<file path="src/rtl/counter_defs.sv">
// Shared definitions for the programmable counter block.
// Mode/direction encodings, the datapath action type and the prescaler width helper.
package counter_defs;

    localparam logic MODE_WRAP = 1'b0;
    localparam logic MODE_SAT  = 1'b1;

    localparam logic DIR_DOWN = 1'b0;
    localparam logic DIR_UP   = 1'b1;

    // What the count register does at the next edge.
    typedef enum logic [2:0] {
        ACT_HOLD,
        ACT_LOAD,
        ACT_INC,
        ACT_DEC,
        ACT_ZERO,
        ACT_LIMIT
    } act_e;

    // Prescaler register width; a 1-bit register is kept even for DIV=1.
    function automatic int presc_w(input int div);
        return (div <= 2) ? 1 : $clog2(div);
    endfunction

endpackage

</file>
<file path="src/rtl/tick_gen.sv">
// Clock-enable prescaler: one Tick per DIV enabled clocks.
// Ports: Clock, Resetn (sync, active-low), En, Clr (load clear), Tick (comb strobe).
module tick_gen
    import counter_defs::*;
#(
    parameter int DIV = 1
) (
    input  logic Clock,
    input  logic Resetn,
    input  logic En,
    input  logic Clr,
    output logic Tick
);

    localparam int PW = presc_w(DIV);
    localparam logic [PW-1:0] P_LAST = PW'(DIV - 1);

    logic [PW-1:0] p_q;
    logic [PW-1:0] p_d;

    // Clr (a load) suppresses the strobe so a load never also steps.
    assign Tick = Resetn & En & ~Clr & (p_q == P_LAST);

    always_comb begin
        p_d = p_q;
        if (Clr) begin
            p_d = '0;
        end else if (En) begin
            if (Tick) begin
                p_d = '0;
            end else begin
                p_d = p_q + PW'(1);
            end
        end
    end

    always_ff @(posedge Clock) begin
        if (!Resetn) begin
            p_q <= '0;
        end else begin
            p_q <= p_d;
        end
    end

endmodule

</file>
<file path="src/rtl/prog_counter.sv">
// N-bit up/down counter over 0..Limit with load, wrap/saturate and prescaler.
// Ports: Clock, Resetn, En, Up, Load, D, Limit, Sat in; Q, Disp, Tick, Tc out.
module prog_counter
    import counter_defs::*;
#(
    parameter int N     = 24,
    parameter int DIV   = 1,
    parameter int OUT_W = 10
) (
    input  logic             Clock,
    input  logic             Resetn,
    input  logic             En,
    input  logic             Up,
    input  logic             Load,
    input  logic [N-1:0]     D,
    input  logic [N-1:0]     Limit,
    input  logic             Sat,
    output logic [N-1:0]     Q,
    output logic [OUT_W-1:0] Disp,
    output logic             Tick,
    output logic             Tc
);

    logic [N-1:0] q_q;
    logic [N-1:0] q_d;
    logic         tc_q;
    logic         tc_d;
    logic         tick;
    act_e         act;

    logic at_top;
    logic above;
    logic at_bot;

    tick_gen #(
        .DIV(DIV)
    ) u_tick (
        .Clock (Clock),
        .Resetn(Resetn),
        .En    (En),
        .Clr   (Load),
        .Tick  (tick)
    );

    assign at_top = (q_q >= Limit);
    assign above  = (q_q > Limit);
    assign at_bot = (q_q == '0);

    // Load and tick are exclusive because tick is gated by ~Load.
    always_comb begin
        act  = ACT_HOLD;
        tc_d = 1'b0;
        unique case (1'b1)
            Load: begin
                act = ACT_LOAD;
            end
            tick: begin
                if (Up == DIR_UP) begin
                    if (at_top) begin
                        tc_d = 1'b1;
                        act  = (Sat == MODE_SAT) ? ACT_LIMIT : ACT_ZERO;
                    end else begin
                        act = ACT_INC;
                    end
                end else begin
                    // Count above a lowered Limit snaps back into range.
                    if (above) begin
                        act = ACT_LIMIT;
                    end else if (at_bot) begin
                        tc_d = 1'b1;
                        act  = (Sat == MODE_SAT) ? ACT_ZERO : ACT_LIMIT;
                    end else begin
                        act = ACT_DEC;
                    end
                end
            end
            default: begin
                act = ACT_HOLD;
            end
        endcase
    end

    always_comb begin
        q_d = q_q;
        unique case (act)
            ACT_LOAD:  q_d = (D > Limit) ? Limit : D;
            ACT_INC:   q_d = q_q + N'(1);
            ACT_DEC:   q_d = q_q - N'(1);
            ACT_ZERO:  q_d = '0;
            ACT_LIMIT: q_d = Limit;
            default:   q_d = q_q;
        endcase
    end

    always_ff @(posedge Clock) begin
        if (!Resetn) begin
            q_q  <= '0;
            tc_q <= 1'b0;
        end else begin
            q_q  <= q_d;
            tc_q <= tc_d;
        end
    end

    assign Q    = q_q;
    assign Disp = q_q[N-1:N-OUT_W];
    assign Tick = tick;
    assign Tc   = tc_q;

endmodule

</file>
<file path="config.mk">
export PLATFORM = sky130hd
export DESIGN_NAME = prog_counter
export DESIGN_NICKNAME = d
export VERILOG_FILES = /design/src/rtl/counter_defs.sv /design/src/rtl/tick_gen.sv /design/src/rtl/prog_counter.sv
export SDC_FILE = /design/constraint.sdc
export NUM_CORES = 1
export LEC_CHECK = 0
export ABC_AREA = 1
export BUFFER_PORTS_ARGS = -buffer_cell sky130_fd_sc_hd__buf_2
export CORE_MARGIN = 1.5
export CORE_UTILIZATION = 39
export DETAILED_ROUTE_END_ITERATION = 12
export PLACE_DENSITY = 0.68
export SETUP_SLACK_MARGIN = 0.2
export SYNTH_ARGS = -nofsm -noshare
export SYNTH_HDL_FRONTEND = slang
export SYNTH_SLANG_ARGS = --single-unit
</file>
<file path="constraint.sdc">
create_clock -name Clock -period 10.15 [get_ports Clock]
set_input_delay 1.5225 -clock Clock [delete_from_list [all_inputs] [get_ports Clock]]
set_output_delay 1.5225 -clock Clock [all_outputs]
set_load 0.02 [all_outputs]
</file>
==> results.toml <==
[status]
status = "finished, final reports clean"

[critical_path]
cp-end-kind = "register"
crit_fanout = 22
path_cells = "buf_2 > inv_2 > nor2_1 > nand3_1 > inv_2 > nand3_2 > nand2_1 > nand2_2 > inv_1 > ha_1 > a21oi_1 > o21ai_0 > a21oi_1 > o21bai_2 > nand3_1 > nand2_1 > o21ai_0 > o21ai_0 > o21ai_0 > a21oi_1"
crit_path_start_kind = "input port"
cp_slowest_cell = "inv_2"
path_buf_inv = 4
crit_family = "buffers and inverters"
critical_path_arrival_ns = 6.05
cpMostUsedCell = "o21ai_0"
critPathKind = "input port to register"
worstPathRequired_ns = 10.31
max_stage_delay_ns = 0.55

[placed_design]
gp_congestion = 0.968
post_dp_cell_area_mm2 = 0.00476
io_buffers = 89
dp_hpwl_um = 11100
pre_cts_ws_ns = 4.05

[timing]
hold_viol = 0
setup_ws_ns = 4.26
rsz0062_at_grt = "no"
post-route-period-util = 0.580
final.min_clock_period_ns = 5.89
slew_headroom = 0.247
tightest_slew_ns = 1.13
setup_tns_ns = 0
drv_slew = 0
finClkSkew_ns = 0.00153
setup_viol = 0
fmax_ghz = 0.170

[finish]
final_common_cell = "nand2_1"
syn2layout_area_growth_pct = 11.4
finalNetCount = 887
final_util = 0.445
n_fill_cell = 1196
regArea_um2 = 520
final_area_mm2 = 0.00480
insertedDiodeCount = 0
multi_input_area_mm2 = 0.00328
layout-drive-gt1-share = 0.167
final_cell_mix = "nand2_1, buf_2, inv_1"

[global_routing]
grt_overflow = 0
grt_pass1_vias = 4538
antenna_found_initial = 0
grt_start_max_net_pins = 33
gr-usage-all-layers = 0.242
grt_pass1_wl_um = 22500

[hold_path]
hp-class = "register to register"

[floorplanning]
die_w_um = 108
rows = 38
die_area_mm2 = 0.0117
die_y_um = 108
start_util = 0.399
io_pins = 90
core_area_mm2 = 0.0108

[clocking]
cts-root-buf = "clkbuf_8"
ctsHtreeMaxLevel = 1
cts_setup_buffers = 0
cts_buffer_depth = 2
clock_latency_ns = 0.28
clock_sinks = 26
hold_buffers = 0
cts_resized = 0
numCtsBuffers = 3
path_clk_slew_ns = 0.10
cts_tree = "done"

[synth]
synth_async_sr_flop_share = 0
syn_inst = 694
syn-cell-area_mm2 = 0.00431
synth_enable_flop_cells = 0
synth_fp_nets = 819
syn_area_per_cell_um2 = 6.21
ys.flop_type = "dfxtp_1"
ys_seq_elements = 26
ys_warn_count = 0
ys_types = 44
yosysSeqAreaShare = 0.121

[drt]
drt-pass1-iter-count = 5
drt_iter0_markers = 291
wl_per_cell_um = 15.3
routed_via_density = 5.35
finalWirelength_um = 13800
drt.antenna.violating_nets = 0
drc_errors = 0
vias = 4813

[flow_run]
cap_violations = 0

[power_and_ir_drop]
p_per_area_mw_per_mm2 = 83.8
peakVddDrop_mv = 0.0457
finalPower_mw = 0.402
p_leak_nw = 2.58
-- state kept, by name (all words and copies together) (netlist names) --
signal and count:
u_tick.p_q 1, Tc 1, Q 24
-- per-stage QoR --
stage	instances	hold slack, ns
6_report	900	0.460
5_1_grt	900	0.490
4_1_cts	900	0.458
3_5_place_dp	897	0.444
3_3_place_gp	897	0.440
2_1_floorplan	694	0.422
-- cell families (layout without fill, tap and decap cells) --
family	after synthesis	in the layout	share of synthesized area
compound gates	170	170	0.224
xor+xnor	12	12	0.0244
fa+ha+maj	71	71	0.208
buf+inv	116	182	0.118
flops	26	26	0.121
simple gates	299	299	0.306
-- cell type report --
cell class / instances / share of cell area
clock buffer: 3 / 0.00860
inverter: 90 / 0.0703
multi-input combinational: 552 / 0.683
sequential: 26 / 0.108
tap: 140 / 0.0365
timing repair buffer: 89 / 0.0928
-- path summary, 6_finish.rpt --
check	start	cells past startpoint	slack (ns)	to
setup / recovery	Resetn	20	4.26	Q[16]
hold / removal	u_tick.p_q	2	0.46	u_tick.p_q
setup reg to reg	Q[0]	21	5.30	Q[16]
hold reg to reg	u_tick.p_q	2	0.46	u_tick.p_q
-- tightest hold or removal path, cell delays in order, from the launching register on --
cell and delay (ns):
dfxtp_1 0.31, inv_1 0.06, nor4_1 0.05
-- report_power, final --
part | internal (mW) | switching [mW] | leakage (nW)
clock network | 0.0268 | 0.0377 | 0.0216
logic | 0.0741 | 0.134 | 2.35
registers | 0.111 | 0.0190 | 0.214
total | 0.212 | 0.191 | 2.58
-- per-layer routing --
metal / share of wire / global-route usage
met2: 0.45 / 0.411
met5: 0 / 0
met1: 0.47 / 0.327
met3: 0.060 / 0.0259
met4: 0.022 / 0.0602
-- cells in the mapped netlist (2+ instances only) --
cell type / instances / area share
nor2_4: 3 / 0.0078
a21o_1: 4 / 0.0070
xor2_1: 7 / 0.014
ha_1: 70 / 0.20
xnor2_1: 5 / 0.010
nand2_2: 7 / 0.010
o2111ai_1: 2 / 0.0041
a31oi_1: 2 / 0.0029
nand3_1: 37 / 0.043
nor3_1: 8 / 0.0093
buf_2: 7 / 0.0081
inv_1: 82 / 0.071
o221ai_1: 2 / 0.0041
a21oi_1: 77 / 0.089
o21ai_0: 43 / 0.050
buf_6: 2 / 0.0052
o21ai_1: 15 / 0.017
nor2_1: 48 / 0.042
a21oi_2: 4 / 0.0081
o21ai_2: 3 / 0.0061
clkbuf_1: 4 / 0.0035
nor2_2: 2 / 0.0029
o211ai_1: 8 / 0.014
buf_4: 13 / 0.023
inv_2: 8 / 0.0070
nor4_1: 4 / 0.0058
dfxtp_1: 26 / 0.12
o22ai_1: 3 / 0.0044
nand2_1: 169 / 0.15
nand3_2: 3 / 0.0070
nand4_1: 13 / 0.019
No activity file was read; power rests on OpenSTA's default activity.
